--- src/rtl/freqgen_pkg.sv ---
// Shared helpers for frequency_generator: half-period math and range checks.
// The optional OutputTick port is enabled by defining FREQGEN_TICK_EN.
package freqgen_pkg;

  function automatic longint half_of(
    input longint fin,
    input longint fout
  );
    if (fout <= 0) return 0;
    return fin / (2 * fout);
  endfunction

  function automatic bit half_fits(
    input longint half,
    input int     bits
  );
    if (half <= 0) return 1'b0;
    if (bits >= 63) return 1'b1;
    return (half - 1) < (longint'(1) << bits);
  endfunction

endpackage

--- src/rtl/freqgen_mod_counter.sv ---
// Modulo counter 0..LAST with enable, async active-low reset and wrap strobe.
// Used by frequency_generator (optional FREQGEN_TICK_EN tick lives in the top).
module freqgen_mod_counter
  import freqgen_pkg::*;
#(
  parameter int           W    = 30,
  parameter logic [W-1:0] LAST = '0
) (
  input  logic i_clk,
  input  logic i_rst_n,
  input  logic i_en,
  output logic o_wrap
);

  logic [W-1:0] r_cnt;

  assign o_wrap = i_en && (r_cnt == LAST);

  always_ff @(posedge i_clk or negedge i_rst_n) begin
    if (!i_rst_n) begin
      r_cnt <= '0;
    end else if (o_wrap) begin
      r_cnt <= '0;
    end else if (i_en) begin
      r_cnt <= r_cnt + W'(1);
    end
  end

endmodule

--- src/rtl/frequency_generator.sv ---
// 50% duty clock divider: OutputCLK toggles every HALF enabled cycles.
// Define FREQGEN_TICK_EN to add the OutputTick rising-edge pulse.
module frequency_generator
  import freqgen_pkg::*;
#(
  parameter int inputFrequency = 50_000_000,
  parameter int frequency      = 1,
  parameter int bitsNumber     = 30
) (
  input  logic InputCLK,
  input  logic ResetN,
  input  logic Enable,
`ifdef FREQGEN_TICK_EN
  output logic OutputTick,
`endif
  output logic OutputCLK
);

  localparam longint HALF =
    half_of(longint'(inputFrequency),
            longint'(frequency));

  localparam logic [bitsNumber-1:0] LAST =
    bitsNumber'(HALF - 1);

  if (!half_fits(HALF, bitsNumber)) begin : g_bad_cfg
    $error("frequency_generator: HALF out of range");
  end

  logic w_wrap;
  logic r_clk;

  freqgen_mod_counter #(
    .W    (bitsNumber),
    .LAST (LAST)
  ) u_cnt (
    .i_clk   (InputCLK),
    .i_rst_n (ResetN),
    .i_en    (Enable),
    .o_wrap  (w_wrap)
  );

  always_ff @(posedge InputCLK or negedge ResetN) begin
    if (!ResetN) begin
      r_clk <= 1'b0;
    end else if (w_wrap) begin
      r_clk <= ~r_clk;
    end
  end

  assign OutputCLK = r_clk;

`ifdef FREQGEN_TICK_EN
  logic r_tick;

  // Pulse on the edge where the output flop goes 0->1.
  always_ff @(posedge InputCLK or negedge ResetN) begin
    if (!ResetN) begin
      r_tick <= 1'b0;
    end else begin
      r_tick <= w_wrap && !r_clk;
    end
  end

  assign OutputTick = r_tick;
`endif

endmodule

--- config.mk ---
export PLATFORM = sky130hd
export DESIGN_NAME = frequency_generator
export DESIGN_NICKNAME = d
export VERILOG_FILES = /design/src/rtl/freqgen_pkg.sv /design/src/rtl/freqgen_mod_counter.sv /design/src/rtl/frequency_generator.sv
export SDC_FILE = /design/constraint.sdc
export NUM_CORES = 1
export LEC_CHECK = 0
export ABC_AREA = 1
export BUFFER_PORTS_ARGS = -buffer_cell sky130_fd_sc_hd__buf_2
export CORE_AREA = 5 5 73 75
export CTS_CLUSTER_DIAMETER = 50
export DETAILED_ROUTE_END_ITERATION = 12
export DIE_AREA = 0 0 78 80
export SETUP_SLACK_MARGIN = 0.05
export SYNTH_ARGS = -nofsm -noshare
export SYNTH_HDL_FRONTEND = slang
export SYNTH_SLANG_ARGS = --single-unit
--- constraint.sdc ---
create_clock -name InputCLK -period 1.45 [get_ports InputCLK]
set_clock_uncertainty 0.05 [all_clocks]
set_input_delay 0.145 -clock InputCLK [delete_from_list [all_inputs] [get_ports InputCLK]]
set_output_delay 0.145 -clock InputCLK [all_outputs]
set_load 0.005 [all_outputs]
# Word level (Yosys, flattened, before mapping)
# Index checks and enable logic that the tools add are counted.
[word_totals]
register_bits = 31
latchBits = 0
ram_bits = 0
romBits = 0
inputBits = 3
out_inout_bits = 1
n_memories = 0
[classes]
n_addsub = 1
multipliers = 0
div = 0
n_lt_le_gt_ge = 0
n_eq_ne = 1
n_shift = 0
n_mux = 2
bitwise = 1
n_reduce_logical = 2
[ops]
columns = ["cell", "count"]
rows = [
  ["$mux 30", 2],
  ["$add 30x1->30 const B", 1],
  ["$eq 30x25->1 const B", 1],
  ["$reduce_bool 2->1", 1],
  ["$logic_and 1x1->1", 1],
  ["$not 1->1", 1],
]

# Logic depth before layout (Yosys ltp)
# Gate-level depths: netlist of run 1.
[depth]
depth_word = 3
depth_mapped = 9
depth_no_buf = 9

# Hierarchy
# From an unflattened synthesis of run 1, not the netlist that was laid out.
[unflattened]
cells_unflattened = 302
hier_area_um2 = 2092.0
[modules_own_cells]
columns = ["mod", "instances", "cells_per_inst", "area_each_um2"]
rows = [
  ["freqgen_mod_counter", 1, 296, 2048.2],
  ["frequency_generator", 1, 6, 43.8],
]

# Worst setup path after synthesis of run 1
# Ideal clock, no wire load.
[synth_path]
kind = "register to register"
from = "reg u_cnt.r_cnt[0]"
to = "reg u_cnt.r_cnt[22]"
arrival_ps = 1217
required_ps = 1281
setup_slack_ps = 63
path_stages_with_launch = 9
period_less_slack_ps = 1387
path_cell_list = "dfrtp_1 ha_1 nand3_1 nor2_4 nand2_4 nor2_1 nand3_1 nand2_1 nor2_1"
[synth_via]
elab_chain_cells = 3
[synth_rtl]
columns = ["element", "line_no", "rtl"]
rows = [
  ["from (decl)", "freqgen_mod_counter.sv:15", "logic [W-1:0] r_cnt;"],
  ["from (signal assigned)", "freqgen_mod_counter.sv:25", "r_cnt <= r_cnt + W'(1);"],
  ["$add 30x1->30 / $eq 30x25->1 (equally long branches)", "freqgen_mod_counter.sv:25, freqgen_mod_counter.sv:17", ""],
  ["$mux 30 / $logic_and 1x1->1 (equally long branches)", "freqgen_mod_counter.sv:24, freqgen_mod_counter.sv:17", ""],
  ["$mux 30 / $reduce_bool 2->1 (equally long branches)", "--", ""],
]
# Parallel ways exist; a longest one is shown, timed or not. The select of a mux whose other input is x is not followed.
# A chain may end at the register's enable or synchronous reset.

# Final worst setup path of run 1
[layout_path]
from = "reg u_cnt.r_cnt[1]"
to = "reg u_cnt.r_cnt[26]"
# Same word-level chain as after synthesis.

==> flow_summary.ini, run 1 <==
[logic_synthesis]
synth_area_leader_cell = dfrtp_1
netlist_instances = 319
ys_async_sr_fraction = 1.00
synth_edf_count = 0
synth_common_cells = nand2_1 (93), nor2_1 (68), inv_1 (47)
yosysMostFrequentCell = nand2_1
synth.avg_cell_area_um2 = 6.51
syn_area_um2 = 2080
synth_fp_nets = 323
synth_top_flop_cell = dfrtp_1
synthDominantCellAreaShare = 0.373
ys_seq_area_frac = 0.373
yosys_warnings = 0
synth_cell_types = 25
synthTopCellsByArea = dfrtp_1 (37%), nand2_1 (17%), nor2_1 (12%), inv_1 (8.5%), nand3_1 (7.0%)
synth-seq-cells = 31

[worst_setup_path]
cp-end-kind = register
path_max_fanout = 7
arrival_ns = 1.57
path_class = reg -> reg
worstSetupStartpointType = register
worst-endpoint-required_ns = 1.59

[route]
num_vias = 2085
drtIter0Drc = 135
post_drt_wl_per_cell_um = 12.9
dr.pass1.iters = 4
antenna_left = 0
drc = 0
top_layer = met4
met3_length_um = 330
m1WireLength_um = 2590
vias_per_cell = 4.83
totalWireLength_um = 5590
dr_wl_met2_um = 2580

[pwr]
intPower_w = 0.00151
clock_power_share = 0.300
power_frac_seq = 0.492
ir_drop_v = 0.000445
p_per_area_nw_per_um2 = 785
p_comb_frac = 0.208
p_sw_frac = 0.322
p_leak_nw = 1.47
switchingPower_w = 0.000717

[floorplan]
die_x_um = 78
dieHeight_um = 80
die_area_um2 = 6240
fp.coreArea_um2 = 4600
ioPinCount = 4
initial_core_util = 0.452
rows = 25

[sta]
whs_ns = 0.278
clock.fmax_mhz = 700
setup_viol = 0
tightestPinTransition_ns = 0.396
min_period_over_period = 0.985
final-hold-violation-count = 0
post-route-min-period_ns = 1.43
slew_headroom = 0.736
slew_violations = 0
rsz0062_at_grt = yes

[worst_hold_path]
hold_class = in -> async

[clock_tree]
cts_made_buffers = 5
root_buffer = clkbuf_8
cts_sinks = 31
clk_pin_slew_ns = 0.07
clock_path_buffers = 2
clock_latency_ns = 0.29
htreeDepth = 2
cts_tree = yes

[global_route]
antenna_found_initial = 0
grt_overflow = 0
first_global_vias = 1979
grt_pass1_wl_um = 9230
grt_use_total = 0.191
grt_max_degree = 18

[placed_design]
gp_congestion = 0.886
port_buffers = 3
dpl_cell_area_um2 = 2500
dpl.hpwl_um = 4270

[layout]
nets = 381
area.growth.synth_to_final_pct = 36.4
design_area_um2 = 2830
antennaDiodeCount = 0
drive_above_1_share = 0.370
nFillCells = 405

[run_status]
status = finished, final reports clean

[run]
maxCapViolCount = 0
==> cells in the final DEF (no fill, tap or decap), drive strengths merged <==
cell type,n
nor3,4
nand4,3
inv,50
clkbuf,7
o22a,1
xor2,6
nand2,97
ha,1
o21ai,3
a21o,1
dlygate4sd3,1
and2,1
dfrtp,31
clkinv,1
buf,54
nand3,33
o22ai,1
a21oi,2
nor2,79
nand3b,2
==> per-stage QoR <==
step | utilization | setup TNS (ns) | worst slack (ns) | total power [W] | instances
after floorplan | - | 0 | 0.0635 | 0.00128 | 319
after global placement | 0.544 | -0.196 | -0.0586 | 0.00146 | 420
after detailed placement | 0.544 | -0.408 | -0.0668 | 0.00146 | 420
after CTS | 0.575 | -0.0569 | -0.0226 | 0.00219 | 429
after global routing | 0.616 | -0.722 | -0.0802 | 0.00237 | 432
final | 0.616 | 0 | 0.0212 | 0.00222 | 432
==> cells by family after synthesis <==
family                     count (synthesis)  synth area share
buffers and inverters                     54             0.106
AOI/OAI and AO/OA                          8            0.0229
DFF                                       31             0.373
adders and majority gates                  1           0.00602
xor gates and xnor gates                   6            0.0253
and+or+nand+nor                          219             0.466
==> power groups by stage <==
stage,logic [W],clock network [W],registers (W)
finish,0.000463,0.000668,0.00109
detailed placement,0.000402,0,0.00106
global placement,0.000397,0,0.00106
floorplan,0.000245,0,0.00103
CTS,0.000428,0.000698,0.00106
global route,0.000512,0.000751,0.00110
==> worst max-delay path: stages, from the launching register on <==
cell and delay (ns):
dfrtp_1 0.41, ha_4 0.18, nand3_4 0.08, nor2_4 0.16, nand2_4 0.13, nor2_4 0.15
nand3_2 0.07, nand2_1 0.07, inv_1 0.04
==> path summary, 6_finish.rpt <==
kind / slack [ns] / start / cells after the start / endpoint
min reg2reg: 0.46 / OutputCLK$_DFFE_PN0P_ / 2 / OutputCLK$_DFFE_PN0P_
max in group asynchronous: 0.64 / ResetN / 3 / u_cnt.r_cnt[15]$_DFFE_PN0P_
max reg2reg: 0.02 / u_cnt.r_cnt[1]$_DFFE_PN0P_ / 8 / u_cnt.r_cnt[26]$_DFFE_PN0P_
min in group InputCLK: 0.31 / Enable / 4 / u_cnt.r_cnt[1]$_DFFE_PN0P_
min: 0.28 / ResetN / 2 / u_cnt.r_cnt[28]$_DFFE_PN0P_
max: 0.02 / u_cnt.r_cnt[1]$_DFFE_PN0P_ / 8 / u_cnt.r_cnt[26]$_DFFE_PN0P_
==> sequential cells by signal (all words and copies together), names as in the netlist <==
name,cells
OutputCLK,1
u_cnt.r_cnt,30
==> per-layer routing <==
metal,vias to the layer above,GRT usage
li1,1087,-
met1,948,0.260
met2,43,0.295
met3,7,0.0339
met4,0,0.0811
met5,-,0
==> cell type report <==
type / count / area (um2) / share of cell area
Clock buffer: 7 / 76.3 / 0.0269
Multi-Input combinational cell: 234 / 1290 / 0.456
Clock inverter: 1 / 5.00 / 0.00177
Timing Repair Buffer: 55 / 424 / 0.150
Inverter: 50 / 188 / 0.0662
Sequential cell: 31 / 782 / 0.276
Tap cell: 54 / 67.6 / 0.0238
==> repair_timing <==
action,in CTS,in global routing
resized for setup,15,58
pin swaps,1,13
gates cloned,0,0
hold buffers,1,0
endpoints found under the hold margin,14,0
setup buffers,0,3
setup endpoints to repair,26,29
(Power assumes the default switching activity.)
==> run 2: changes to the inputs <==
--- a/config.mk
+++ b/config.mk
@@ -6,11 +6,11 @@
 export NUM_CORES = 1
 export LEC_CHECK = 0
 export ABC_AREA = 1
-export BUFFER_PORTS_ARGS = -buffer_cell sky130_fd_sc_hd__buf_2
-export CORE_AREA = 5 5 73 75
+export BUFFER_PORTS_ARGS = -buffer_cell sky130_fd_sc_hd__buf_4
+export CORE_AREA = 8 8 76 78
 export CTS_CLUSTER_DIAMETER = 50
 export DETAILED_ROUTE_END_ITERATION = 12
-export DIE_AREA = 0 0 78 80
+export DIE_AREA = 0 0 84 86
 export SETUP_SLACK_MARGIN = 0.05
 export SYNTH_ARGS = -nofsm -noshare
 export SYNTH_HDL_FRONTEND = slang
==> run 2 against run 1 <==
  * Largest cell class unchanged
  * Critical path depth unchanged
  * Critical path type unchanged
  * The flow now finishes with violations (negative setup slack)
  * Flip-flop and latch count unchanged
  * Worst hold slack got worse by 0.12 ns
  * Highest routed layer unchanged
  * Power increased by 7.0%
==> flow_summary.ini, run 2 (synthesized netlist as in run 1, its figures left out) <==
[run_status]
status = finished, violations left
violations = negative setup slack

[global_route]
grt_use_total = 0.158
antenna_found_initial = 0
first_global_vias = 1994
grt_pass1_wl_um = 9190
grt_overflow = 0
grt_max_degree = 32

[layout]
mostFrequentLayoutCells = nand2_1 (73), buf_4 (52), nor2_1 (45), inv_1 (39), dfrtp_1 (22)
post-route-util = 0.652
antennaDiodeCount = 0
area.growth.synth_to_final_pct = 44.3
regMostFlops = u_cnt.r_cnt
drive_above_1_share = 0.413
nets = 386
final_common_cell = nand2_1
nFillCells = 388
largest_register_ffs = 30
final_cells = 437

[worst_setup_path]
worst-endpoint-required_ns = 1.58
cpMostUsedCell = nand3_4
critPathSlowestCell = dfrtp_2
cp_num_buf_inv = 2
critical-path-top-delay-family = simple AND/OR/NAND/NOR gates
cp-end-kind = register
crit_chain = ha_4 -> nand3_4 -> nor2_4 -> buf_4 -> nand3_4 -> buf_6 -> nand2_1 -> nor2_1
arrival_ns = 1.61
path_max_fanout = 7
worstSetupStartpointType = register
path_class = reg -> reg
critPathMaxStageDelay_ns = 0.40

[sta]
setup_viol = 4
post-route-min-period_ns = 1.48
min_period_over_period = 1.02
final-hold-violation-count = 0
rsz0062_at_grt = yes
slew_headroom = 0.723
clock.fmax_mhz = 677
slew_violations = 0
tightestPinTransition_ns = 0.416
timing.final.ws_setup_ns = -0.0273

[placed_design]
port_buffers = 3
dp_cells = 410
pre_cts_ws_ns = -0.144
gp_congestion = 0.882
dpl.hpwl_um = 3950

[pwr]
p_leak_nw = 1.53
p_per_area_nw_per_um2 = 794
ir_drop_v = 0.000411

[route]
drtIter0Drc = 108
post_drt_wl_per_cell_um = 13.3
totalWireLength_um = 5810
drc = 0
antenna_left = 0
num_vias = 2080
dr.pass1.iters = 4
vias_per_cell = 4.76

[clock_tree]
clock_latency_ns = 0.29
cts_sinks = 31
root_buffer = clkbuf_8
cts_made_buffers = 5
clk_pin_slew_ns = 0.06
htreeDepth = 2
cts_tree = yes
clock_path_buffers = 2

[floorplan]
ioPinCount = 4
die_x_um = 84
rows = 25
die_area_um2 = 7220
dieHeight_um = 86
initial_core_util = 0.452
fp.coreArea_um2 = 4600

[worst_hold_path]
hold_class = in -> reg

[run]
maxCapViolCount = 0
[run 2: changes by cell type in the layout (fill, tap and decap cells not counted), sizes merged]
cell and delta:
buf +5, clkbuf +1, clkinv -1
[run 2: report_power, final]
part / total (W) / internal (W) / switching (W) / leakage, nW
registers: 0.00110 / 0.000956 / 0.000145 / 0.339
logic: 0.000504 / 0.000237 / 0.000268 / 1.14
clock network: 0.000775 / 0.000433 / 0.000342 / 0.0515
total: 0.00238 / 0.00163 / 0.000755 / 1.53
[run 2: stage by stage]
step	instance area (um2)	setup TNS (ns)	total power, W	hold WS (ns)
after floorplan	2080	0	0.00128	-0.201
after global placement	2420	-0.173	0.00139	0.0626
after detailed placement	2420	-0.932	0.00140	0.0660
after CTS	2680	-0.0207	0.00230	0.150
after global routing	3000	-1.37	0.00250	0.181
final	3000	-0.0503	0.00238	0.162
[run 2: layout make-up]
type,count,area (um2),area share
multi-input cells,234,1370,0.458
flip-flops and latches,31,787,0.263
repair buffers,60,479,0.160
inverters,50,190,0.0634
clock buffers,8,100,0.0334
well taps,54,67.6,0.0225
[run 2: worst paths after layout]
check	from	end	slack, ns	depth (start not counted)
hold reg to reg	OutputCLK$_DFFE_PN0P_	OutputCLK$_DFFE_PN0P_	0.46	2
setup / recovery	u_cnt.r_cnt[1]$_DFFE_PN0P_	u_cnt.r_cnt[24]$_DFFE_PN0P_	-0.03	8
min in group asynchronous	ResetN	u_cnt.r_cnt[17]$_DFFE_PN0P_	0.28	2
hold / removal	Enable	u_cnt.r_cnt[1]$_DFFE_PN0P_	0.16	3
setup reg to reg	u_cnt.r_cnt[1]$_DFFE_PN0P_	u_cnt.r_cnt[24]$_DFFE_PN0P_	-0.03	8
max in group asynchronous	ResetN	u_cnt.r_cnt[10]$_DFFE_PN0P_	0.75	2
[run 2: repair_timing]
action,CTS,global route
hold buffers,1,0
endpoints found under the hold margin,31,0
pin swaps,6,26
buffers inserted,4,14
resized for setup,31,71
setup endpoints to repair,26,29
[run 2: per-layer routing]
layer  global-route usage  wire (um)  vias up
met3               0.0389        225        5
li1                     -          -     1101
met5                    0          0        -
met4               0.0549         68        0
met2                0.264       2890       27
met1                0.194       2620      947
[run 2: tightest hold or removal path: stages]
cell,delay (ns)
buf_4,0.18
nand3_1,0.10
nand2_1,0.05
==> run 3: changes to the inputs <==
--- a/config.mk
+++ b/config.mk
@@ -11,7 +11,7 @@
 export CTS_CLUSTER_DIAMETER = 50
 export DETAILED_ROUTE_END_ITERATION = 12
 export DIE_AREA = 0 0 84 86
-export SETUP_SLACK_MARGIN = 0.05
+export SETUP_SLACK_MARGIN = 0.3
 export SYNTH_ARGS = -nofsm -noshare
 export SYNTH_HDL_FRONTEND = slang
 export SYNTH_SLANG_ARGS = --single-unit
==> run 3 against run 2 <==
  * The flow still finishes with violations (negative setup slack)
  * Flip-flop and latch count unchanged
  * Sequential share of layout area down 0.54 points
  * Design area up 1.8%
  * Fmax up 1.1%
  * Highest routed layer unchanged
  * Combinational power up 9.1%
  * Critical endpoint is now u_cnt.r_cnt[23]$_DFFE_PN0P_
  * Non-clock buffer count down 1
==> flow_summary.ini, run 3 (synthesized netlist as in run 1, its figures left out) <==
[worst_setup_path]
path_max_fanout = 5
rr_worst_depth = 7
cp-end-kind = register
arrival_ns = 1.61
path_class = reg -> reg
worst-endpoint-required_ns = 1.60
worstSetupStartpointType = register

[floorplan]
ioPinCount = 4
rows = 25
fp.coreArea_um2 = 4600
dieHeight_um = 86
die_x_um = 84
initial_core_util = 0.452
die_area_um2 = 7220

[clock_tree]
root_buffer = clkbuf_8
cts_tree = yes
clk_pin_slew_ns = 0.07
clock_path_buffers = 2
cts_made_buffers = 5
clock_latency_ns = 0.30
htreeDepth = 2
cts_sinks = 31

[global_route]
grt.busiest_layer = met2
gr-usage-met3 = 0.0246
grt_pass1_wl_um = 10000
use_met2 = 0.292
first_global_vias = 2114
grt_max_degree = 32
antenna_found_initial = 0
grt_overflow = 0
met1_usage = 0.217
grt_use_total = 0.173

[sta]
tightestPinTransition_ns = 0.419
timing.final.ws_setup_ns = -0.0109
clock.fmax_mhz = 685
final-hold-violation-count = 0
min_period_over_period = 1.01
setup_viol = 7
post-route-min-period_ns = 1.46
slew_violations = 0
slew_headroom = 0.721
rsz0062_at_grt = yes

[layout]
drive_above_1_share = 0.401
final_common_cell = nand2_1
mostFrequentLayoutCells = nand2_1 (74), buf_4 (50), inv_1 (44), nor2_1 (42), dfrtp_1 (24)
largest_register_ffs = 30
regMostFlops = u_cnt.r_cnt
area.sequential_um2 = 785
area.growth.synth_to_final_pct = 46.9
antennaDiodeCount = 0
nets = 385
multi_input_area_um2 = 1380
final_cells = 436
design_area_um2 = 3050
nFillCells = 381

[placed_design]
dpl.hpwl_um = 4070
dp_cells = 415
gp_congestion = 0.950
port_buffers = 3
dpl_cell_area_um2 = 2500

[pwr]
intPower_w = 0.00177
p_per_area_nw_per_um2 = 847
power_frac_seq = 0.427
p_comb_frac = 0.213
p_sw_frac = 0.316
power.total_w = 0.00258
clock_power_share = 0.360
p_leak_nw = 1.55
ir_drop_v = 0.000570
switchingPower_w = 0.000816

[route]
antenna_left = 0
vias_per_cell = 5.03
drtIter0Drc = 229
post_drt_wl_per_cell_um = 14.1
totalWireLength_um = 6150
dr.pass1.iters = 5
num_vias = 2194
drc = 0

[run_status]
status = finished, violations left
violations = negative setup slack

[worst_hold_path]
worstHoldPathCells = 4
hold_class = in -> reg

[run]
maxCapViolCount = 0
[run 3: cell count changes in the layout (fill, tap and decap cells not counted), sizes merged]
| cell | change |
|---|---|
| bufinv | +1 |
| clkinv | +2 |
| clkbuf | -2 |
| inv | -1 |
| buf | -1 |
[run 3: layout make-up]
type / instances / area share
Multi-Input combinational cell: 234 / 0.453
Sequential cell: 31 / 0.257
Timing Repair Buffer: 59 / 0.164
Inverter: 50 / 0.0656
Clock buffer: 6 / 0.0271
Tap cell: 54 / 0.0221
Clock inverter: 2 / 0.0115
[run 3: worst paths after layout]
check	slack [ns]	start	endpoint
max	-0.01	u_cnt.r_cnt[3]$_DFFE_PN0P_	u_cnt.r_cnt[23]$_DFFE_PN0P_
min reg2reg	0.45	OutputCLK$_DFFE_PN0P_	OutputCLK$_DFFE_PN0P_
max in group asynchronous	0.74	ResetN	u_cnt.r_cnt[10]$_DFFE_PN0P_
max reg2reg	-0.01	u_cnt.r_cnt[3]$_DFFE_PN0P_	u_cnt.r_cnt[23]$_DFFE_PN0P_
min in group asynchronous	0.28	ResetN	u_cnt.r_cnt[0]$_DFFE_PN0P_
min	0.21	Enable	u_cnt.r_cnt[2]$_DFFE_PN0P_
[run 3: per-stage QoR]
stage,hold slack (ns),utilization,setup TNS (ns),worst slack (ns)
after detailed placement,0.0658,0.544,-0.129,-0.0557
after floorplan,-0.201,-,0,0.0893
after global routing,0.251,0.664,-1.34,-0.118
after global placement,0.0640,0.544,-0.133,-0.0229
final,0.205,0.664,-0.0565,-0.0109
after CTS,0.211,0.632,0,0.00753
[run 3: critical path, cell delays in order, from the launching register on]
cell	delay, ns
dfrtp_1	0.42
nand2_1	0.17
nor2_2	0.15
nand2_2	0.11
nor2_4	0.24
nand3_1	0.10
nand2_1	0.08
inv_1	0.04
[run 3: power groups by stage]
stage                     clock [W]  combinational [W]  sequential (W)
after floorplan                   0           0.000257         0.00104
after global placement            0           0.000366         0.00107
after detailed placement          0           0.000373         0.00107
after CTS                  0.000937           0.000483         0.00108
after global routing       0.000956           0.000600         0.00111
final                      0.000930           0.000550         0.00110
[run 3: metal layers]
metal	wire, um	up-vias	part of all wire
met5	0	-	0
met4	107	0	0.017
met3	342	11	0.056
met2	2970	68	0.48
met1	2720	1013	0.44
li1	-	1102	-
[run 3: repair_timing]
action,4_1_cts,5_1_grt
pin swaps,10,15
setup endpoints to repair,31,31
gates cloned,1,0
hold buffers,1,0
setup buffers,9,2
gates resized for setup,49,40
hold endpoints to repair,31,0
